File: src/rtl/eig_pkg.sv
// Shared definitions for the QR eigenvalue datapath: matrix geometry, bus type,
// loader FSM encoding and the element bit-offset helper.
package eig_pkg;

  localparam int unsigned N      = 4;
  localparam int unsigned DATA_W = 16;
  localparam int unsigned FRAC_W = 10;
  localparam int unsigned MAT_W  = N * N * DATA_W;

  typedef logic [MAT_W-1:0] mat_t;

  typedef enum logic [1:0] {
    IDLE,
    FILL,
    HOLD,
    RESYNC
  } loader_state_e;

  // Low bit of element (r,c) on the packed matrix bus.
  function automatic int unsigned elem_lo(input int unsigned r, input int unsigned c);
    return DATA_W * (N * r + c);
  endfunction

endpackage

File: src/rtl/slot_remap.sv
// Maps a stream slot number to the bit offset of its element on the matrix bus.
// Row-major streams use slot k as (k/N, k%N); column-major streams as (k%N, k/N).
module slot_remap
  import eig_pkg::*;
#(
  parameter int unsigned COL_MAJOR = 0,
  parameter int unsigned CNT_W     = 5,
  parameter int unsigned OFF_W     = 8
) (
  input  logic [CNT_W-1:0] cnt_i,
  output logic [OFF_W-1:0] off_o
);

  int unsigned k;
  int unsigned r;
  int unsigned c;

  // Slot to (row, column), then to bit offset.
  always_comb begin
    k = 32'(cnt_i);
    if (COL_MAJOR != 0) begin
      r = k % N;
      c = k / N;
    end else begin
      r = k / N;
      c = k % N;
    end
    off_o = OFF_W'(elem_lo(r, c));
  end

endmodule

File: src/rtl/matrix_loader.sv
// Streams the N*N elements of a matrix in one per beat, packs them into a working
// buffer and publishes the complete matrix on m_matrix with a valid/ready handshake.
// Framing errors (s_last missing or misplaced) set a sticky flag and drop the frame.
module matrix_loader #(
  parameter int unsigned N         = eig_pkg::N,
  parameter int unsigned DATA_W    = eig_pkg::DATA_W,
  parameter int unsigned COL_MAJOR = 0
) (
  input  logic                  clk,
  input  logic                  rst_n,
  input  logic                  s_valid,
  output logic                  s_ready,
  input  logic [DATA_W-1:0]     s_data,
  input  logic                  s_last,
  input  logic                  clear,
  output logic                  m_valid,
  input  logic                  m_ready,
  output logic [N*N*DATA_W-1:0] m_matrix,
  output logic                  busy,
  output logic                  frame_err,
  input  logic                  err_clr
);
  import eig_pkg::*;

  localparam int unsigned MW    = N * N * DATA_W;
  localparam int unsigned CNT_W = $clog2(N * N + 1);
  localparam int unsigned OFF_W = $clog2(MW);
  localparam logic [CNT_W-1:0] CntLast = CNT_W'(N * N - 1);
  localparam logic [CNT_W-1:0] CntMax  = CNT_W'(N * N);

  loader_state_e    state_q, state_d;
  logic [CNT_W-1:0] cnt_q, cnt_d;
  logic [MW-1:0]    work_q, work_d, work_wr;
  logic [MW-1:0]    mat_q, mat_d;
  logic             s_ready_q, s_ready_d;
  logic             m_valid_q, m_valid_d;
  logic             err_q, err_d;
  logic             err_set;
  logic             beat;
  logic [OFF_W-1:0] off;

  slot_remap #(
    .COL_MAJOR(COL_MAJOR),
    .CNT_W    (CNT_W),
    .OFF_W    (OFF_W)
  ) u_slot_remap (
    .cnt_i(cnt_q),
    .off_o(off)
  );

  // Next-state logic: framing FSM, slot counter, buffers and sticky error.
  always_comb begin
    state_d = state_q;
    cnt_d   = cnt_q;
    work_d  = work_q;
    mat_d   = mat_q;
    err_d   = err_q;
    err_set = 1'b0;
    beat    = s_valid & s_ready_q;
    work_wr = work_q;
    work_wr[off +: DATA_W] = s_data;

    if (clear) begin
      state_d = IDLE;
      cnt_d   = '0;
    end else begin
      unique case (state_q)
        IDLE: begin
          if (beat) begin
            if (s_last) begin
              err_set = 1'b1;
            end else begin
              work_d  = work_wr;
              cnt_d   = CNT_W'(1);
              state_d = FILL;
            end
          end
        end
        FILL: begin
          if (beat) begin
            cnt_d = (cnt_q == CntMax) ? cnt_q : cnt_q + 1'b1;
            if (cnt_q == CntLast) begin
              if (s_last) begin
                // Publish buffer plus final element in one step.
                mat_d   = work_wr;
                state_d = HOLD;
              end else begin
                err_set = 1'b1;
                cnt_d   = '0;
                state_d = RESYNC;
              end
            end else if (s_last) begin
              err_set = 1'b1;
              cnt_d   = '0;
              state_d = IDLE;
            end else begin
              work_d = work_wr;
            end
          end
        end
        HOLD: begin
          if (m_valid_q && m_ready) begin
            cnt_d   = '0;
            state_d = IDLE;
          end
        end
        RESYNC: begin
          if (beat && s_last) begin
            state_d = IDLE;
          end
        end
        default: begin
          cnt_d   = '0;
          state_d = IDLE;
        end
      endcase

      // A new error outranks a simultaneous clear request.
      if (err_set) begin
        err_d = 1'b1;
      end else if (err_clr) begin
        err_d = 1'b0;
      end
    end

    s_ready_d = (state_d != HOLD);
    m_valid_d = (state_d == HOLD);
  end

  // State registers with asynchronous active-low reset.
  always_ff @(posedge clk or negedge rst_n) begin
    if (!rst_n) begin
      state_q   <= IDLE;
      cnt_q     <= '0;
      work_q    <= '0;
      mat_q     <= '0;
      s_ready_q <= 1'b0;
      m_valid_q <= 1'b0;
      err_q     <= 1'b0;
    end else begin
      state_q   <= state_d;
      cnt_q     <= cnt_d;
      work_q    <= work_d;
      mat_q     <= mat_d;
      s_ready_q <= s_ready_d;
      m_valid_q <= m_valid_d;
      err_q     <= err_d;
    end
  end

  assign s_ready   = s_ready_q;
  assign m_valid   = m_valid_q;
  assign m_matrix  = mat_q;
  assign frame_err = err_q;
  assign busy      = (state_q == FILL) || (state_q == HOLD);

endmodule
File: config.mk
export PLATFORM = sky130hd
export DESIGN_NAME = matrix_loader
export DESIGN_NICKNAME = d
export VERILOG_FILES = /design/src/rtl/eig_pkg.sv /design/src/rtl/slot_remap.sv /design/src/rtl/matrix_loader.sv
export SDC_FILE = /design/constraint.sdc
export NUM_CORES = 1
export LEC_CHECK = 0
export ABC_AREA = 1
export CAP_MARGIN = 20
export CORE_MARGIN = 3
export CORE_UTILIZATION = 25
export DETAILED_ROUTE_END_ITERATION = 7
export PLACE_DENSITY = 0.42
export SKIP_CTS_REPAIR_TIMING = 1
export SLEW_MARGIN = 20
export SYNTH_ARGS = -nofsm -noshare
export SYNTH_HDL_FRONTEND = slang
export SYNTH_SLANG_ARGS = --single-unit
File: constraint.sdc
create_clock -name clk -period 2 [get_ports clk]
set_input_delay 0.4 -clock clk [delete_from_list [all_inputs] [get_ports clk]]
set_output_delay 0.4 -clock clk [all_outputs]
set_load 0.01 [all_outputs]
Word level (Yosys, flattened, before mapping)

Index checks and enable logic that the tools add are counted.

Add/sub/neg operators: 3
Equality and inequality tests: 14
Shift operators: 2
Mux-type cells: 35
Bitwise operators: 2
Reduce and logical (&&, ||, !) cells: 11

Operators with widths:

| kind                      | number |
|---|---|
| $mux 256                  | 4 |
| $pmux 256 s2              | 1 |
| $bwmux 256                | 1 |
| $shift 16x10->256 const A | 1 |
| $shiftx 16x10->256        | 1 |
| $mux 5                    | 9 |
| $mux 2                    | 8 |
| $pmux 5 s3                | 1 |
| $reduce_and 5->1          | 3 |
| $ne 3x3->1 const B        | 4 |
| $neg 8->10                | 1 |
| $mux 1                    | 9 |
| $ne 2x2->1 const B        | 4 |
| $pmux 2 s4                | 1 |
| $eq 2x2->1 const B        | 3 |
| $add 5x1->5 const B       | 1 |
| $eq 5x4->1 const B        | 1 |
| $eq 5x5->1 const B        | 1 |
| $add 4x2->4               | 1 |
| $reduce_bool 2->1         | 2 |
| $reduce_bool 4->1         | 1 |
| $eq 2x1->1 const B        | 1 |
| $logic_and 1x1->1         | 2 |
| $logic_not 2->1           | 1 |
| 5 further kinds           | 5 |

Register bits after elaboration: 522
Input bits: 23
Output and inout port bits: 260

Depth between registers and ports, before layout

Depth in word-level cells: 8
Mapped depth: 13

Hierarchy

Synthesis repeated with hierarchy kept, for this count alone.

Cells, all modules: 3913
Area total of the unflattened synthesis: 28289.6 um^2

By module, submodules not included:

| module        | instances | cells each | area each (um^2) |
|---|---|---|---|
| matrix_loader | 1         | 3904       | 28225.8 |
| slot_remap    | 1         | 9          | 63.8 |

Least setup slack after synthesis

OpenSTA, ideal clock, no wires.

Path type: register to register
From: register cnt_q[0]
To: register mat_q[12] (netlist: m_matrix[12])
Library setup time: 0.135 ns
Arrival time: 1.929 ns
Required time: 1.865 ns
Path slack: -0.065 ns
Cell stages (with the launch flop): 12
Period minus slack after synthesis: 2.065 ns
Cell sequence: dfrtp_1 inv_2 ha_1 buf_2 inv_1 buf_2 nand3_1 nor2_1 clkbuf_1 nand2_1 o21ai_0 o21ai_0

Longest elaborated chain between the ends: 4

Ends and longest elaborated chain:

| what                                                           | line                 | RTL |
|---|---|---|
| from (decl)                                                    | matrix_loader.sv:32  | `logic [CNT_W-1:0] cnt_q, cnt_d;` |
| from (signal assigned)                                         | matrix_loader.sv:142 | `cnt_q <= cnt_d;` |
| $add 4x2->4                                                    | eig_pkg.sv:21        | `return DATA_W * (N * r + c);` |
| $neg 8->10                                                     | matrix_loader.sv:61  | `work_wr[off +: DATA_W] = s_data;` |
| $shiftx 16x10->256 / $shift 16x10->256 (equally long branches) | matrix_loader.sv:61  |  |
| $bwmux 256                                                     | matrix_loader.sv:61  |  |
| to (signal assigned)                                           | matrix_loader.sv:144 | `mat_q <= mat_d;` |
| to (decl)                                                      | matrix_loader.sv:34  | `logic [MW-1:0] mat_q, mat_d;` |

Parallel ways exist; a longest one is shown, timed or not.
A chain may end at the register's enable or synchronous reset.

Final worst setup path

From: register cnt_q[1]
To: register mat_q[101] (netlist: m_matrix[101])

The elaborated chain is that of the path after synthesis.

==> run metrics <==
run status=finished, violations left; violated checks=setup timing; Pint=25.1 mW; leading post-synthesis cells by cell area=sky130_fd_sc_hd__dfrtp_1 54%, sky130_fd_sc_hd__nand2_1 18%, sky130_fd_sc_hd__nand3_1 13%; Period minus WS final=2130 ps; DPL Wire Length=62200 µm; Synth top cells by count=1133 x sky130_fd_sc_hd__nand2_1, 641 x sky130_fd_sc_hd__nand3_1, 522 x sky130_fd_sc_hd__dfrtp_1; vias per std cell=4.57; Max Transition Viols Final=0; combinational fraction of design power=between 30% and 40%; share of final-layout standard cells stronger than drive strength 1=roughly 23%; post-synth net total=about 3100; Starting Density=about 25%; number of flip-flops and latches in the synthesized netlist=between 500 and 600; wire length of the first global-routing pass=136000 µm; Die ar.=101000 µm²; Clock Sink Count=approximately 520; worst max-slew margin expressed relative to the limit=66.2%; drt total wl=roughly 100000 µm; number of nets with antenna violations after detailed routing=0; CTS clock-pin slew for the worst setup and hold paths=around 70 ps; Design Power=39.5 mW; count of non-filler cells in the finished layout=4954; Cell Count Post-Placement=4737; number of failing hold endpoints at the final stage=0; antenna violations before repair=0; io pins=283; clock tree from TritonCTS=yes; number of unique standard cell types used by synthesis=24; power per cell area=1070 nW/µm²; Core Rows=113; maximum net fanout on the critical path=7; max-cap viol count=0; CTS max path bufs=3; via count of the first global-routing pass=21400; startpoint type of the worst setup path=flip-flop; cell area after synthesis=24200 µm²; Final Skew=22.7 ps; post-DR wirelength/cell=19.8 µm; DIE HEIGHT=between 300 and 400 µm; signal arrival time at the worst endpoint=2610 ps; prevailing post-synth register cell=sky130_fd_sc_hd__dfrtp_1; portion of the post-synthesis area used by sequential elements=around 54%; largest net degree at the start of global routing=83; remaining design rule violation count=0; worst setup margin=-125 ps; Psw=14.4 mW; Net Sw Frac=36.5%; buffer type at the clock tree root=sky130_fd_sc_hd__clkbuf_16; syn avg cell area=7.83 µm²; largest area contributor in the synthesized netlist=sky130_fd_sc_hd__dfrtp_1; Pleak=18.5 nW; DRC marker count from the first detailed-route iteration=1563; Final setup viols=399; area inside the core boundary=95400 µm²; RSZ-0062 raised after global routing=yes; via count=between 20000 and 25000; total number of nets in the final design=3673; DR pass1 iterations=5; count of yosys warnings during synthesis=0; critical setup path kind=flip-flop to flip-flop; share of the synthesized area in the top cell type=around 54%; overall fraction of global-route tracks in use=between 10% and 20%; Hold WC Path Type=input port to asynchronous set/reset pin; number of buffers inserted during clock tree synthesis=66; sequential cell fraction of total power=33.6%; Max Freq=471 MHz; Synth-to-Final Area Change=53.5%; Setup TNS Final=-18850 ps; count of buffers from port buffering=roughly 280; WP data required=roughly 2500 ps; post-synthesis cell count=3087; number of antenna repair diodes=0; relative contribution of the clock network to total power=approximately 30%; share of the cycle needed by the critical path after routing=106%; most repeated cell in the gate-level netlist after synthesis=sky130_fd_sc_hd__nand2_1; Skew-Pair Late Insertion Delay=600 ps; number of flops mapped to enable cells by yosys=0; share of flip-flops with an asynchronous set or reset=100%; H-tree depth reported by CTS=3; routability-driven placement congestion ratio=between 0.7 and 0.8; die width=317 µm; crit path capture type=flip-flop; slew of the pin with the lowest slew margin=506 ps; Max IR drop VDD=524 µV; grt total ovfl=0
cell families (layout without fill, tap and decap cells):
logic type      Yosys count  after routing  share of synthesized area (%)
simple gates           1823           1823                           31.9
compound gates          228            228                           5.30
flops                   522            522                           54.0
buf+inv                 503           1105                           8.21
xor+xnor                  1              1                         0.0362
fa+ha+maj                10             10                          0.517
power groups by stage:
stage / clock, mW / sequential (mW) / combinational [mW]
after floorplan: 0 / 13.3 / 7.25
after global placement: 0 / 13.4 / 12.5
after detailed placement: 0 / 13.4 / 12.6
after CTS: 12.3 / 13.2 / 12.7
after global routing: 12.7 / 13.5 / 16.0
final: 11.9 / 13.3 / 14.4
path summary, 6_finish.rpt:
check	cells after the start	endpoint	slack (ps)	startpoint
setup / recovery	13	m_matrix[101]$_DFFE_PN0P_	-130	cnt_q[1]$_DFFE_PN0P_
hold / removal	2	m_matrix[18]$_DFFE_PN0P_	170	rst_n
setup reg to reg	13	m_matrix[101]$_DFFE_PN0P_	-130	cnt_q[1]$_DFFE_PN0P_
hold reg to reg	2	work_q[233]$_DFFE_PN0P_	470	work_q[233]$_DFFE_PN0P_
max in group asynchronous	4	work_q[169]$_DFFE_PN0P_	930	rst_n
min in group clk	4	frame_err$_DFFE_PN0P_	400	err_clr
layout by cell type (no fill, tap or decap), drive strengths merged:
cell,Yosys,layout
dlymetal6s2s,0,4
nor3,2,2
nand2,1139,1139
clkbuf,108,151
ha,10,10
xnor2,1,1
or2,1,1
buf,77,336
nand3b,1,1
a21oi,3,3
dlygate4sd3,0,1
dfrtp,522,522
nand4,3,3
bufinv,0,2
o21ai,169,169
o211ai,56,56
nor2,36,36
nand3,641,641
clkinv,1,13
inv,317,321
clkdlybuf4s50,0,277
flip-flops by register name, indices dropped and copies added (netlist names):
register	cells
m_valid	1
cnt_q	5
frame_err	1
work_q	256
state_q	2
s_ready	1
m_matrix	256
layout make-up:
type / instances / area (µm²)
clock buffer: 101 / 1950
clock inverter: 16 / 171
fill: 9646 / 58300
inverter: 318 / 1240
multi-input combinational: 2062 / 10700
sequential: 522 / 13100
tap: 1265 / 1580
timing repair buffer: 668 / 8370
timing repair inverter: 2 / 28.8
stage by stage:
stage | area, µm² | hold slack, ps | setup WS (ps) | util [%]
after global routing | 37100 | 150 | -213 | 38.9
after global placement | 31200 | 199 | -258 | 32.7
after CTS | 33300 | -468 | -512 | 34.9
after floorplan | 24200 | 104 | -64.3 | -
final | 37100 | 172 | -125 | 38.9
after detailed placement | 31200 | 198 | -288 | 32.7
layer usage:
layer,share of wire [%],up-vias,track usage [%]
li1,-,11000,-
met3,4.3,98,2.95
met2,47,476,28.2
met1,47,11000,25.1
met4,1.7,0,3.76
met5,0,-,0
critical path, cell delays in order, from the launching register on:
cell and delay [ps]:
sky130_fd_sc_hd__dfrtp_1 400, sky130_fd_sc_hd__ha_2 210, sky130_fd_sc_hd__nand2_2 80, sky130_fd_sc_hd__nor2_4 140, sky130_fd_sc_hd__ha_4 150, sky130_fd_sc_hd__nand2_4 50, sky130_fd_sc_hd__inv_4 60, sky130_fd_sc_hd__nand3_4 140
sky130_fd_sc_hd__buf_12 180, sky130_fd_sc_hd__buf_12 140, sky130_fd_sc_hd__buf_16 150, sky130_fd_sc_hd__clkbuf_16 180, sky130_fd_sc_hd__nand2_2 50, sky130_fd_sc_hd__nand2_1 50
Power figures use the tool's default switching activity.
